## src/rtl/ahb2apb_bridge.sv

```systemverilog
`default_nettype none
// ============================================================================
// Module   : ahb2apb_bridge
// Function : AHB slave that turns each selected AHB transfer into one APB3
//            transfer to one of NO_OF_APB_SLAVES peripherals. It holds the
//            AHB bus with wait states until the APB side finishes. PSLVERR,
//            decode errors and APB timeouts become the two-cycle AHB ERROR.
// Revision : 1.0 - initial release
// ============================================================================
module ahb2apb_bridge #(
    parameter int ADDR_WIDTH       = 32,
    parameter int DATA_WIDTH       = 32,
    parameter int NO_OF_APB_SLAVES = 4,
    parameter int SLV_ADDR_LSB     = 12,
    parameter int TIMEOUT_CYCLES   = 16
) (
    input  logic                        HCLK,
    input  logic                        HRESET,
    // AHB slave side
    input  logic                        HSEL,
    input  logic [ADDR_WIDTH-1:0]       HADDR,
    input  logic [1:0]                  HTRANS,
    input  logic                        HWRITE,
    input  logic [2:0]                  HSIZE,
    input  logic [DATA_WIDTH-1:0]       HWDATA,
    input  logic                        HREADY,
    output logic                        HREADYOUT,
    output logic [1:0]                  HRESP,
    output logic [DATA_WIDTH-1:0]       HRDATA,
    // APB master side
    output logic [ADDR_WIDTH-1:0]       PADDR,
    output logic [NO_OF_APB_SLAVES-1:0] PSEL,
    output logic                        PENABLE,
    output logic                        PWRITE,
    output logic [DATA_WIDTH-1:0]       PWDATA,
    input  logic [DATA_WIDTH-1:0]       PRDATA,
    input  logic                        PREADY,
    input  logic                        PSLVERR
);

    // The slave-index field is one bit wider than needed to address all
    // slaves, so an address just above the last slave window (e.g. 0x4000
    // with four slaves) decodes to an out-of-range index and is rejected
    // instead of aliasing back onto slave 0.
    localparam int c_IDX_W = $clog2(NO_OF_APB_SLAVES) + 1;
    localparam int c_CNT_W = (TIMEOUT_CYCLES > 0) ? $clog2(TIMEOUT_CYCLES + 1) : 1;

    localparam logic [c_IDX_W-1:0] c_NSLV       = c_IDX_W'(NO_OF_APB_SLAVES);
    localparam logic [c_CNT_W-1:0] c_TIMEOUT    = c_CNT_W'(TIMEOUT_CYCLES);
    localparam logic [2:0]         c_MAX_SIZE   = 3'($clog2(DATA_WIDTH / 8));
    localparam logic [1:0]         c_RESP_OKAY  = 2'b00;
    localparam logic [1:0]         c_RESP_ERROR = 2'b01;

    typedef enum logic [2:0] {
        ST_IDLE   = 3'd0,
        ST_WDATA  = 3'd1,
        ST_SETUP  = 3'd2,
        ST_ACCESS = 3'd3,
        ST_ERR_1  = 3'd4,
        ST_ERR_2  = 3'd5
    } state_t;

    state_t                        state_q,     state_d;
    logic [ADDR_WIDTH-1:0]         addr_q,      addr_d;
    logic                          write_q,     write_d;
    logic [c_CNT_W-1:0]            cnt_q,       cnt_d;
    logic                          hreadyout_q, hreadyout_d;
    logic [1:0]                    hresp_q,     hresp_d;
    logic [DATA_WIDTH-1:0]         hrdata_q,    hrdata_d;
    logic [ADDR_WIDTH-1:0]         paddr_q,     paddr_d;
    logic [NO_OF_APB_SLAVES-1:0]   psel_q,      psel_d;
    logic                          penable_q,   penable_d;
    logic                          pwrite_q,    pwrite_d;
    logic [DATA_WIDTH-1:0]         pwdata_q,    pwdata_d;

    logic                          w_accept;
    logic                          w_bad;
    logic [c_IDX_W-1:0]            w_hidx;
    logic [c_CNT_W-1:0]            w_cnt_inc;
    logic                          w_unused_htrans0;

    // Only NONSEQ/SEQ start a transfer; IDLE and BUSY get the default
    // zero-wait OKAY, so the low HTRANS bit carries no information here.
    assign w_accept         = HSEL & HREADY & HTRANS[1];
    assign w_hidx           = HADDR[SLV_ADDR_LSB +: c_IDX_W];
    assign w_bad            = (w_hidx >= c_NSLV) | (HSIZE > c_MAX_SIZE);
    assign w_cnt_inc        = cnt_q + c_CNT_W'(1);
    assign w_unused_htrans0 = HTRANS[0];

    // Next-state logic; every output register is then loaded with the value
    // that belongs to the state being entered, so outputs are glitch-free.
    always_comb begin
        logic [c_IDX_W-1:0]          sel_idx;
        logic [NO_OF_APB_SLAVES-1:0] sel_dec;

        state_d     = state_q;
        addr_d      = addr_q;
        write_d     = write_q;
        cnt_d       = cnt_q;
        hrdata_d    = hrdata_q;
        paddr_d     = paddr_q;
        pwrite_d    = pwrite_q;
        pwdata_d    = pwdata_q;
        hreadyout_d = 1'b1;
        hresp_d     = c_RESP_OKAY;
        psel_d      = '0;
        penable_d   = 1'b0;
        sel_idx     = '0;
        sel_dec     = '0;

        case (state_q)
            ST_IDLE, ST_ERR_2: begin
                // The second ERROR cycle is also a legal address phase.
                state_d = ST_IDLE;
                if (w_accept) begin
                    addr_d  = HADDR;
                    write_d = HWRITE;
                    if (w_bad) begin
                        state_d = ST_ERR_1;
                    end else if (HWRITE) begin
                        state_d = ST_WDATA;
                    end else begin
                        state_d = ST_SETUP;
                    end
                end
            end
            ST_WDATA: begin
                // HWDATA is valid only in the AHB data phase, one cycle
                // after the address was accepted.
                pwdata_d = HWDATA;
                state_d  = ST_SETUP;
            end
            ST_SETUP: begin
                cnt_d   = '0;
                state_d = ST_ACCESS;
            end
            ST_ACCESS: begin
                if (PREADY) begin
                    if (PSLVERR) begin
                        state_d = ST_ERR_1;
                    end else begin
                        if (!write_q) begin
                            hrdata_d = PRDATA;
                        end
                        state_d = ST_IDLE;
                    end
                end else begin
                    cnt_d = w_cnt_inc;
                    if ((TIMEOUT_CYCLES != 0) && (w_cnt_inc == c_TIMEOUT)) begin
                        state_d = ST_ERR_1;
                    end
                end
            end
            ST_ERR_1: begin
                state_d = ST_ERR_2;
            end
            default: begin
                state_d = ST_IDLE;
            end
        endcase

        // One-hot select from the address of the transfer being entered;
        // an out-of-range index yields no select at all.
        sel_idx = addr_d[SLV_ADDR_LSB +: c_IDX_W];
        for (int i = 0; i < NO_OF_APB_SLAVES; i++) begin
            if (sel_idx == c_IDX_W'(i)) begin
                sel_dec[i] = 1'b1;
            end
        end

        case (state_d)
            ST_WDATA: begin
                hreadyout_d = 1'b0;
            end
            ST_SETUP: begin
                hreadyout_d = 1'b0;
                paddr_d     = addr_d;
                pwrite_d    = write_d;
                psel_d      = sel_dec;
            end
            ST_ACCESS: begin
                hreadyout_d = 1'b0;
                psel_d      = sel_dec;
                penable_d   = 1'b1;
            end
            ST_ERR_1: begin
                hreadyout_d = 1'b0;
                hresp_d     = c_RESP_ERROR;
            end
            ST_ERR_2: begin
                hresp_d     = c_RESP_ERROR;
            end
            default: begin
            end
        endcase
    end

    // State and output registers; reset abandons any transfer in flight.
    always_ff @(posedge HCLK or posedge HRESET) begin
        if (HRESET) begin
            state_q     <= ST_IDLE;
            addr_q      <= '0;
            write_q     <= 1'b0;
            cnt_q       <= '0;
            hreadyout_q <= 1'b1;
            hresp_q     <= c_RESP_OKAY;
            hrdata_q    <= '0;
            paddr_q     <= '0;
            psel_q      <= '0;
            penable_q   <= 1'b0;
            pwrite_q    <= 1'b0;
            pwdata_q    <= '0;
        end else begin
            state_q     <= state_d;
            addr_q      <= addr_d;
            write_q     <= write_d;
            cnt_q       <= cnt_d;
            hreadyout_q <= hreadyout_d;
            hresp_q     <= hresp_d;
            hrdata_q    <= hrdata_d;
            paddr_q     <= paddr_d;
            psel_q      <= psel_d;
            penable_q   <= penable_d;
            pwrite_q    <= pwrite_d;
            pwdata_q    <= pwdata_d;
        end
    end

    assign HREADYOUT = hreadyout_q;
    assign HRESP     = hresp_q;
    assign HRDATA    = hrdata_q;
    assign PADDR     = paddr_q;
    assign PSEL      = psel_q;
    assign PENABLE   = penable_q;
    assign PWRITE    = pwrite_q;
    assign PWDATA    = pwdata_q;

endmodule
`default_nettype wire

```

## config.mk

```make
export PLATFORM = sky130hd
export DESIGN_NAME = ahb2apb_bridge
export DESIGN_NICKNAME = d
export VERILOG_FILES = /design/src/rtl/ahb2apb_bridge.sv
export SDC_FILE = /design/constraint.sdc
export NUM_CORES = 1
export LEC_CHECK = 0
export BUFFER_PORTS_ARGS = -buffer_cell sky130_fd_sc_hd__buf_2
export CORE_AREA = 10 10 113 141
export DETAILED_ROUTE_END_ITERATION = 10
export DIE_AREA = 0 0 123 151
export PLACE_DENSITY_LB_ADDON = 0.1
export SETUP_SLACK_MARGIN = 0.1
export SYNTH_ARGS = -nofsm -noshare
export SYNTH_HDL_FRONTEND = slang
export SYNTH_SLANG_ARGS = --single-unit
export TNS_END_PERCENT = 100
```

## constraint.sdc

```tcl
create_clock -name HCLK -period 10.2 [get_ports HCLK]
set_input_delay 0.51 -clock HCLK [delete_from_list [all_inputs] [get_ports HCLK]]
set_output_delay 0.51 -clock HCLK [all_outputs]
set_load 0.02 [all_outputs]
```

==> summary.txt <==
Run status
  – Outcome: finished clean

Setup path
  – Flop2flop setup slack: 7.59 ns
  – CP max stage cell: nor2_4
  – Max FO, Critical Path: 28
  – Reg-to-reg critical path startpoint: state_q[1]
  – Critical path cell sequence: nand4b_1 > nor2_4 > buf_4 > mux2_2 > mux2_2
  – Crit. Startpoint: state_q[1]
  – Worst Path Arrival: 2.91 ns
  – Reg-to-reg endpoint: PADDR[14]
  – Worst Setup End Kind: register
  – R2r worst-path depth: 5
  – Most frequent CP cell: mux2_2
  – Required time worst endpoint: 10.50 ns
  – Crit path launch type: register
  – Critical path type: reg -> reg
  – Critical Path Max Stage Delay: 0.49 ns

Synth
  – Top-area cell type share of the netlist area: 0.620
  – Most frequent cells after synthesis: 144 x dfrtp_1, 100 x mux2_2, 30 x mux2_4
  – Area leader, netlist: dfrtp_1
  – Synth area leaders: dfrtp_1 62%, mux2_2 19%, mux2_4 7.8%
  – Number of distinct library cells after synthesis: 44
  – Post-synthesis compound-gate area fraction: 0.0332
  – Syn Nets: 465
  – Prevailing post-synth register cell: dfrtp_1
  – Synth Cell Area: 0.00581 mm²
  – Post-synthesis xor/xnor area fraction: 0.00280
  – Post-synthesis mux area share: 0.271
  – Sequential share of the synthesized area: 0.625
  – Avg Cell Area, Syn: 16.3 µm²
  – Synth async-reset ratio: 1.00
  – Largest family of logic cells by synthesized area: multiplexers
  – Simple-gate share of the synthesized area: 0.0327
  – EDFF count, synth: 0
  – Adder-cell share of the synthesized area: 0.00215
  – Seq cells post-synth: 145
  – Yosys warns: 0
  – Most frequent cell after synthesis: dfrtp_1
  – Synthesized instance count: 356

Power and ir drop
  – Leak: 3.84 nW
  – Worst vdd ir: 0.160 mV
  – Total power: 2.75 mW
  – Cell Pwr Density: 360 mW/mm²

Place
  – IO Port Bufs: 210
  – Dpl cells: 723
  – Post-DP Area: 0.00697 mm²
  – GPL Wtd Cong: 0.805
  – Dpl hpwl: 10300 µm
  – Dpl ws: 7.52 ns

Timing
  – Clock period minus worst slack: 2.61 ns
  – Final hold vios: 0
  – Worst Slack Setup Final: 7.59 ns
  – Period utilization: 0.256
  – Tightest Pin Transition: 1.03 ns
  – Hold Slack: 0.184 ns
  – Final setup TNS: 0 ns
  – Count of final setup violators: 0
  – Clk_skew: 0.00630 ns
  – Max_slew headroom: 0.315
  – FMAX: 383 MHz
  – Slew Limit Fails: 0
  – Unrepaired setup endpoints after global routing: no

Global routing
  – GRT Util Overall: 0.153
  – Pin count of the biggest net entering global routing: 76
  – Global-route congestion overflow total: 0
  – Vias in the first global route: 4064
  – Antenna violations before repair: 2
  – Global-route wire length before repair: 21900 µm

Floorplan
  – Core Rows: 47
  – Initial Util: 0.443
  – DIE AREA: 0.0186 mm²
  – Core area: 0.0131 mm²
  – Die X: 123 µm
  – Height of the die: 151 µm
  – Ports: 213

Min path
  – Hold Crit Class: in -> async

Layout
  – Layout cells sized above 1: 0.663
  – Final instance area: 0.00763 mm²
  – Final Util: 0.582
  – Post-Layout Cell Count: 756
  – FILL cells: 1062
  – Area grow syn2layout: 31.4%
  – Nets: 680

Route
  – 1st-pass router iterations: 4
  – Via count: 3667
  – DRC errors left: 0
  – Vias per inst: 4.85
  – Total wire length: 13900 µm
  – Drt first-iter violations: 190
  – WL/cell: 18.4 µm
  – Routed Antenna Nets: 0

Clock tree
  – H-tree depth: 4
  – Hold Buf Count CTS: 0
  – Post-cts sizing count: 0
  – CTS tree: yes
  – Worst skew pair latency: 0.41 ns
  – Clk slew on worst S/H paths: 0.06 ns
  – Buffers from clock root to sink, at most: 2
  – Postcts setup bufs: 0
  – Root Driver: clkbuf_16
  – CTS buffer count: 17
  – Sink Count: 145

Flow run
  – Max-Cap Viols: 0
-- per-layer routing --
layer  share of wire  global-route usage  wire length (µm)
met5         0.00094                   0                13
met4           0.024              0.0642               333
met3            0.10              0.0719              1400
met2            0.48               0.249              6690
met1            0.39               0.170              5440
-- how the worst max path moves through the flow --
stage | endpoint | slack [ns] | cells after the start
global route | PSEL[3] | 7.39 | 5
CTS | PADDR[14] | 7.55 | 5
finish | PADDR[14] | 7.59 | 5
detailed placement | PADDR[14] | 7.52 | 6
global placement | PADDR[14] | 7.56 | 6
floorplan | HRDATA[0] | 5.80 | 1
-- kinds of logic (layout without fill, tap and decap cells) --
group                      count (synthesis)  in the layout
and+or+nand+nor                           31             31
muxes                                    130            130
xor gates and xnor gates                   1              1
AOI/OAI and AO/OA                         23             23
DFF                                      145            145
other                                      1              2
adders and majority gates                  1              1
buffers and inverters                     24            252
-- final cells by class --
cell class	instances	area (µm²)	share of cell area
multi-input cells	187	2020	0.264
well taps	171	214	0.0280
clock buffers	22	484	0.0634
flip-flops and latches	145	3630	0.475
inverters	6	27.5	0.00361
repair buffers	214	1080	0.142
diodes	1	2.50	0.000328
clock inverters	10	179	0.0234
-- report_power, final --
part           total, mW  internal (mW)  switching, mW
sequential         0.987          0.859          0.128
combinational       1.08          0.497          0.580
clock              0.687          0.459          0.228
-- state kept, by name (all words and copies together), names as in the netlist --
register,count
PSEL,4
HRESP,1
write_q,1
HRDATA,32
HREADYOUT,1
PENABLE,1
cnt_q,5
PADDR,32
PWDATA,32
PWRITE,1
addr_q,32
state_q,3
-- critical path: cells and delay by family (launching register included) --
kind / cells / cell delay [ns]
flops: 1 / 0.45
mux: 2 / 0.71
buf+inv: 1 / 0.43
simple gates: 2 / 0.88
-- cells in the final DEF (no fill, tap or decap), types with 2 or more instances in the layout --
cell type / count
and2_1: 2
a21oi_1: 2
mux2_4: 30
nand3b_1: 2
buf_4: 4
dfrtp_1: 144
bufinv_16: 5
a211o_1: 2
nor2b_1: 2
clkbuf_8: 4
a221o_1: 2
buf_2: 210
clkbuf_16: 17
mux2_2: 100
nand2_1: 9
a221oi_1: 2
nand4b_1: 2
o21ai_0: 3
o22ai_1: 2
a221oi_2: 2
nand3_1: 2
or3b_1: 2
clkinv_2: 4
inv_1: 5
(Power assumes the default switching activity.)
